### src/rtl/oscillator_scheduler_pkg.sv
// Shared oscillator/config types for the voice scheduler and its phase stepper.
// Latency: n/a (types and constants only).
// Backpressure: n/a.
package oscillator_scheduler_pkg;

  localparam int PHASE_WIDTH     = 32;
  localparam int AUDIO_BIT_WIDTH = 24;

  // FRONT ramps the phase up towards all-ones; BACK ramps it down towards zero.
  typedef enum logic {
    FRONT = 1'b0,
    BACK  = 1'b1
  } oscillator_state_t;

  typedef logic [PHASE_WIDTH-1:0] long_percent_t;

  typedef enum logic [1:0] {
    IDLE  = 2'd0,
    SWEEP = 2'd1,
    EMIT  = 2'd2
  } sched_state_t;

endpackage

### src/rtl/oscillator_scheduler_phase_stepper.sv
// Combinational next (state, phase) for one voice: triangle ramp that saturates at the ends.
// Latency: zero cycles (pure combinational).
// Backpressure: none; the caller decides whether to commit the result.
// Ports: state_cur/phase_cur/inc in, state_nxt/phase_nxt out.
module oscillator_scheduler_phase_stepper
  import oscillator_scheduler_pkg::*;
#(
  parameter int PHASE_WIDTH = oscillator_scheduler_pkg::PHASE_WIDTH
) (
  input  oscillator_state_t       state_cur,
  input  logic [PHASE_WIDTH-1:0]  phase_cur,
  input  logic [PHASE_WIDTH-1:0]  inc,
  output oscillator_state_t       state_nxt,
  output logic [PHASE_WIDTH-1:0]  phase_nxt
);

  localparam logic [PHASE_WIDTH-1:0] MAX = '1;

  // Comparing against MAX-inc / inc instead of adding first avoids needing a carry bit.
  // With inc=0 neither compare fires and the add/subtract is a no-op, so the voice holds.
  always_comb begin
    state_nxt = state_cur;
    phase_nxt = phase_cur;
    if (state_cur == FRONT) begin
      if (phase_cur > (MAX - inc)) begin
        phase_nxt = MAX;
        state_nxt = BACK;
      end else begin
        phase_nxt = phase_cur + inc;
      end
    end else begin
      if (phase_cur < inc) begin
        phase_nxt = '0;
        state_nxt = FRONT;
      end else begin
        phase_nxt = phase_cur - inc;
      end
    end
  end

endmodule

### src/rtl/oscillator_scheduler.sv
// Time-multiplexes one pulse generator over VOICES voices and mixes enabled voices per sample tick.
// Latency: tick sampled at edge t -> SWEEP t+1..t+VOICES, sample_valid in t+VOICES+1 (VOICES+2 cycles to idle).
// Backpressure: none; ticks arriving while busy are dropped and latch the sticky overrun flag.
// Ports: clock/reset_l; sample_tick; cfg_we/cfg_voice/cfg_increment/cfg_enable voice config;
//        osc_state/osc_phase to generator, pulse_in back; sample_out/sample_valid mix; busy; overrun.
module oscillator_scheduler
  import oscillator_scheduler_pkg::*;
#(
  parameter int VOICES      = 8,
  parameter int PHASE_WIDTH = oscillator_scheduler_pkg::PHASE_WIDTH,
  parameter int AUDIO_WIDTH = AUDIO_BIT_WIDTH,
  localparam int VW         = $clog2(VOICES)
) (
  input  logic                    clock,
  input  logic                    reset_l,
  input  logic                    sample_tick,
  input  logic                    cfg_we,
  input  logic [VW-1:0]           cfg_voice,
  input  logic [PHASE_WIDTH-1:0]  cfg_increment,
  input  logic                    cfg_enable,
  output oscillator_state_t       osc_state,
  output logic [PHASE_WIDTH-1:0]  osc_phase,
  input  logic [AUDIO_WIDTH-1:0]  pulse_in,
  output logic [AUDIO_WIDTH-1:0]  sample_out,
  output logic                    sample_valid,
  output logic                    busy,
  output logic                    overrun
);

  localparam int ACCW = AUDIO_WIDTH + VW;

  // Per-voice register file.
  logic [PHASE_WIDTH-1:0] phase_q [VOICES];
  oscillator_state_t      st_q    [VOICES];
  logic [PHASE_WIDTH-1:0] inc_q   [VOICES];
  logic [VOICES-1:0]      en_q;

  sched_state_t           state_q, state_d;
  logic [VW-1:0]          v_q;
  logic [ACCW-1:0]        acc_q;
  logic [ACCW-1:0]        acc_nxt;
  logic                   start;
  logic                   last_voice;

  oscillator_state_t      st_step;
  logic [PHASE_WIDTH-1:0] phase_step;

  // v_q rests at 0 outside SWEEP, so the generator sees voice 0 while idle.
  assign osc_state  = st_q[v_q];
  assign osc_phase  = phase_q[v_q];
  assign last_voice = (v_q == VW'(VOICES - 1));

  // Disabled voices contribute nothing; the generator output is still sign-extended
  // into the wide accumulator so a full sweep of extremes cannot overflow.
  assign acc_nxt = en_q[v_q] ? (acc_q + {{VW{pulse_in[AUDIO_WIDTH-1]}}, pulse_in}) : acc_q;

  oscillator_scheduler_phase_stepper #(
    .PHASE_WIDTH (PHASE_WIDTH)
  ) u_stepper (
    .state_cur (st_q[v_q]),
    .phase_cur (phase_q[v_q]),
    .inc       (inc_q[v_q]),
    .state_nxt (st_step),
    .phase_nxt (phase_step)
  );

  always_ff @(posedge clock or negedge reset_l) begin
    if (!reset_l) begin
      state_q <= IDLE;
    end else begin
      state_q <= state_d;
    end
  end

  always_comb begin
    state_d      = state_q;
    busy         = 1'b0;
    sample_valid = 1'b0;
    start        = 1'b0;
    unique case (state_q)
      IDLE: begin
        if (sample_tick) begin
          state_d = SWEEP;
          start   = 1'b1;
        end
      end
      SWEEP: begin
        busy = 1'b1;
        if (last_voice) begin
          state_d = EMIT;
        end
      end
      EMIT: begin
        busy         = 1'b1;
        sample_valid = 1'b1;
        state_d      = IDLE;
      end
      default: state_d = IDLE;
    endcase
  end

  always_ff @(posedge clock or negedge reset_l) begin
    if (!reset_l) begin
      for (int i = 0; i < VOICES; i++) begin
        phase_q[i] <= '0;
        st_q[i]    <= FRONT;
        inc_q[i]   <= '0;
      end
      en_q       <= '0;
      v_q        <= '0;
      acc_q      <= '0;
      sample_out <= '0;
      overrun    <= 1'b0;
    end else begin
      if (sample_tick && busy) begin
        overrun <= 1'b1;
      end

      if (start) begin
        v_q   <= '0;
        acc_q <= '0;
      end else if (state_q == SWEEP) begin
        // VOICES is a power of two, so the counter wraps back to 0 for IDLE/EMIT.
        v_q   <= v_q + VW'(1);
        acc_q <= acc_nxt;
        if (en_q[v_q]) begin
          phase_q[v_q] <= phase_step;
          st_q[v_q]    <= st_step;
        end
        // Load the mix at the end of the last voice so it is already new during EMIT.
        if (last_voice) begin
          sample_out <= acc_nxt[ACCW-1:VW];
        end
      end

      // Placed after the sweep update so a colliding config write wins on the
      // register file, while the sweep above already used the pre-write values.
      if (cfg_we) begin
        inc_q[cfg_voice] <= cfg_increment;
        en_q[cfg_voice]  <= cfg_enable;
        if (!cfg_enable) begin
          phase_q[cfg_voice] <= '0;
          st_q[cfg_voice]    <= FRONT;
        end
      end
    end
  end

endmodule

### config.mk
export PLATFORM = sky130hd
export DESIGN_NAME = oscillator_scheduler
export DESIGN_NICKNAME = d
export VERILOG_FILES = /design/src/rtl/oscillator_scheduler_pkg.sv /design/src/rtl/oscillator_scheduler_phase_stepper.sv /design/src/rtl/oscillator_scheduler.sv
export SDC_FILE = /design/constraint.sdc
export NUM_CORES = 1
export LEC_CHECK = 0
export CAP_MARGIN = 30
export CORE_UTILIZATION = 50
export CTS_CLUSTER_DIAMETER = 200
export DETAILED_ROUTE_END_ITERATION = 10
export PLACE_DENSITY = 0.67
export SKIP_LAST_GASP = 1
export SYNTH_ARGS = -nofsm -noshare
export SYNTH_HDL_FRONTEND = slang
export SYNTH_HIERARCHICAL = 1
export SYNTH_SLANG_ARGS = --single-unit
### constraint.sdc
create_clock -name clock -period 9.5 [get_ports clock]
set_input_delay 1.9 -clock clock [delete_from_list [all_inputs] [get_ports clock]]
set_output_delay 1.9 -clock clock [all_outputs]
set_load 0.02 [all_outputs]
==> key figures <==
Outcome
  – Status: finished, final reports clean

Clocking
  – Total CTS buffers: 67
  – Clock slew at reported path FFs: 0.06 ns
  – Hold_buf cts: 0
  – Post-CTS Setup Bufs: 0
  – CTS H-tree lvls: 3
  – Clk root buf: clkbuf_16
  – Resize count post-CTS: 0
  – Clock tree sinks: 585
  – Clk buf depth: 3
  – Worst-skew pair later-pin latency: 0.61 ns
  – CTS tree: yes

Pwr
  – Final Power: 14.9 mW
  – P_leak: 15.9 nW
  – Pwr/cell area: 397 mW/mm^2
  – Max VDD drop: 0.226 mV

Finish
  – Number of fill cells in the layout: 5812
  – Area Overhead vs Synth: 12.6%
  – Commonest non-fill, non-tap cell in the layout: nand2_1
  – Commonest cells after routing, fill and taps aside: nand2_1 (650), dfrtp_1 (582), a21oi_1 (413), mux2_2 (370), nor2_1 (181)
  – Layout cells sized above 1: 0.191
  – Non-Filler Cell Area, Final: 0.0376 mm^2
  – Nets@finish: 3675

Worst hold path
  – Hold endpoint: overrun
  – Worst Hold Class: reg2reg
  – Worst Hold Depth: 1
  – HP Start: overrun

Floorplanning
  – Io pins: 124
  – Initial core utilization: 0.506
  – Core Rows: 94
  – Die Y: 260 um
  – Die area: 0.0677 mm^2
  – Core area: 0.0659 mm^2
  – DIE WIDTH: 260 um

Setup path
  – FF-to-FF End: phase_q[120]
  – Critical path cell sequence: buf_4 > and2_1 > buf_4 > a21oi_1 > o221ai_1 > inv_1 > fa_1 > and2b_1 > o2111ai_2 > a211o_1 > a31o_4 > o22a_4 > nor2_2 > a311oi_1 > o21ai_1 > nand2_1 > a21oi_1
  – Register-to-Register Path Depth: 17
  – Worst path bufs/invs: 3
  – Crit-path max FO: 30
  – Critical path endpoint category: flop
  – Startpoint Class: flop
  – CP max stage delay: 0.90 ns
  – Critical path class: reg2reg
  – Critical path's top delay family: compound AO/OA/AOI/OAI gates
  – Worst reg2reg startpoint: v_q[2]
  – CP max-delay cell: o21ai_1
  – CP required: 10.03 ns
  – Crit path arrival time: 8.05 ns
  – Flop2flop setup slack: 1.98 ns

Yosys
  – Sequential-to-total area share from yosys stat: 0.439
  – Synth cell types: 99
  – Asr flop ratio synth: 1.00
  – Synth area leader: dfrtp_1
  – Largest cells by area after synthesis: dfrtp_1 (44%), mux2_2 (12%), nand2_1 (7.3%), a21oi_1 (6.2%), ha_1 (3.6%)
  – Synthesized flop and latch total: 585
  – Cell count after synthesis: 3527
  – Mean area per synthesized cell: 9.46 um^2
  – Yosys top cell area share: 0.439
  – Syn Nets: 3691
  – Syn. warnings: 6
  – Post-synth EDFFs: 0
  – Synth Cell Area: 0.0334 mm^2
  – Main synth FF type: dfrtp_1

Timing
  – Fin Setup TNS: 0 ns
  – Unrepaired setup endpoints after global routing: no
  – Worst Skew: 0.0217 ns
  – Worst-Margin Slew: 1.11 ns
  – Min Tclk post-route: 7.52 ns
  – Max Slew Vio Count: 0
  – Setup violators final: 0
  – Slew headroom: 0.254
  – Max Freq: 133 MHz
  – Final Hold Viols: 0
  – Setup slack after layout: 1.98 ns
  – Tcrit/Tclk final: 0.792

Routing
  – Routed WL: 107000 um
  – Routed wl met3: 9180 um
  – Drt drc: 0
  – Via Count: 27900
  – Initial DRC Count: 3021
  – Vias per inst: 6.30
  – Routed WL per cell: 24.1 um
  – Met2 WL post-DR: 48200 um
  – Drt first pass iters: 6
  – Final ANT Viol Nets: 0
  – Max layer used: met4
  – Wire length on met1: 44600 um

Run
  – # Max-Cap Violations: 0

Placement
  – DP Worst Slack: 2.24 ns
  – DP Area: 0.0353 mm^2
  – IO buf count: 123
  – Routability cong.: 0.953
  – DP HPWL: 68600 um

Global route
  – Overflow after GRT: 0
  – Initial antenna violation count: 1
  – Vias in the first global route: 27100
  – All-layer global routing usage: 0.316
  – Largest net degree at the start of global routing: 178
  – Global-route wire length before repair: 165000 um
-- cell families (layout without fill, tap and decap cells) --
kind of cell / Yosys count / in the layout / synth area share
xor+xnor: 25 / 25 / 0.00657
other cells: 0 / 1 / 0
mux: 451 / 451 / 0.150
fa+ha+maj: 100 / 100 / 0.0382
buf+inv: 368 / 396 / 0.0482
flops: 585 / 585 / 0.439
simple gates: 1093 / 1093 / 0.142
compound gates: 905 / 905 / 0.176
-- layer usage --
layer	up-vias	track usage
met5	-	0
met4	0	0.139
met3	254	0.0591
met2	1250	0.489
met1	13900	0.431
li1	12500	-
-- power by group --
part | total, mW | switching, mW | internal, mW
Clock | 2.65 | 1.06 | 1.58
Combinational | 8.67 | 5.81 | 2.86
Sequential | 3.58 | 0.429 | 3.15
Total | 14.9 | 7.30 | 7.59
-- worst max-delay path by stage --
stage          startpoint      endpoint  slack [ns]  cells after the start
2_1_floorplan      v_q[1]  phase_q[109]        4.50                     22
5_1_grt            v_q[2]   phase_q[85]        1.78                     17
3_3_place_gp       v_q[2]  phase_q[131]        2.27                     17
4_1_cts            v_q[2]  phase_q[120]        2.20                     17
6_report           v_q[2]  phase_q[120]        1.98                     17
3_5_place_dp       v_q[2]  phase_q[120]        2.24                     17
-- metrics by stage --
| stage | utilization | cells | hold WS, ns |
|---|---|---|---|
| floorplan | - | 3527 | 0.472 |
| global placement | 0.531 | 4284 | 0.445 |
| detailed placement | 0.536 | 4303 | 0.453 |
| CTS | 0.570 | 4416 | 0.466 |
| global route | 0.570 | 4420 | 0.497 |
| finish | 0.570 | 4420 | 0.465 |
-- synth_stat cells (20+ instances only) --
| master | number |
|---|---|
| nand2_1 | 650 |
| dfrtp_1 | 585 |
| a21oi_1 | 413 |
| mux2_2 | 370 |
| nor2_1 | 190 |
| clkbuf_1 | 187 |
| ha_1 | 97 |
| mux2i_1 | 79 |
| o21ai_0 | 79 |
| inv_1 | 75 |
| a22oi_1 | 54 |
| nand3_1 | 50 |
| o221ai_1 | 50 |
| buf_4 | 33 |
| a221oi_1 | 32 |
| buf_2 | 32 |
| nor3_1 | 31 |
| a21oi_2 | 30 |
| nand2_2 | 30 |
| buf_1 | 28 |
| o21ai_1 | 26 |
| a21o_1 | 24 |
| nor2b_1 | 21 |
| a31oi_1 | 20 |
| and3_1 | 20 |
-- state kept, by name, summed over array words and instances (netlist names) --
name	flops
st_q	8
phase_q	256
sample_out	24
acc_q	27
en_q	8
inc_q	256
state_q	2
overrun	1
v_q	3
-- worst register-to-register path, stage by stage, from the launching register on --
cell and delay (ns):
dfrtp_4 0.76, buf_4 0.46, and2_1 0.87, buf_4 0.41, a21oi_1 0.12, o221ai_1 0.51, inv_1 0.21, fa_1 0.48
and2b_1 0.24, o2111ai_2 0.17, a211o_1 0.40, a31o_4 0.29, o22a_4 0.26, nor2_2 0.84, a311oi_1 0.21, o21ai_1 0.90
nand2_1 0.13, a21oi_1 0.17
-- area by class of cell --
type                            instances  area [um^2]  area share
Clock inverter                         18          254     0.00676
Sequential cell                       585        14700       0.390
Timing Repair Buffer                  204         2090      0.0557
Tap cell                              864         1080      0.0288
Clock buffer                           95         1950      0.0518
Antenna cell                            1         2.50   0.0000666
Inverter                               79          297     0.00790
Multi-Input combinational cell       2574        17200       0.459
Note: power is estimated with default switching activity, not from simulation.
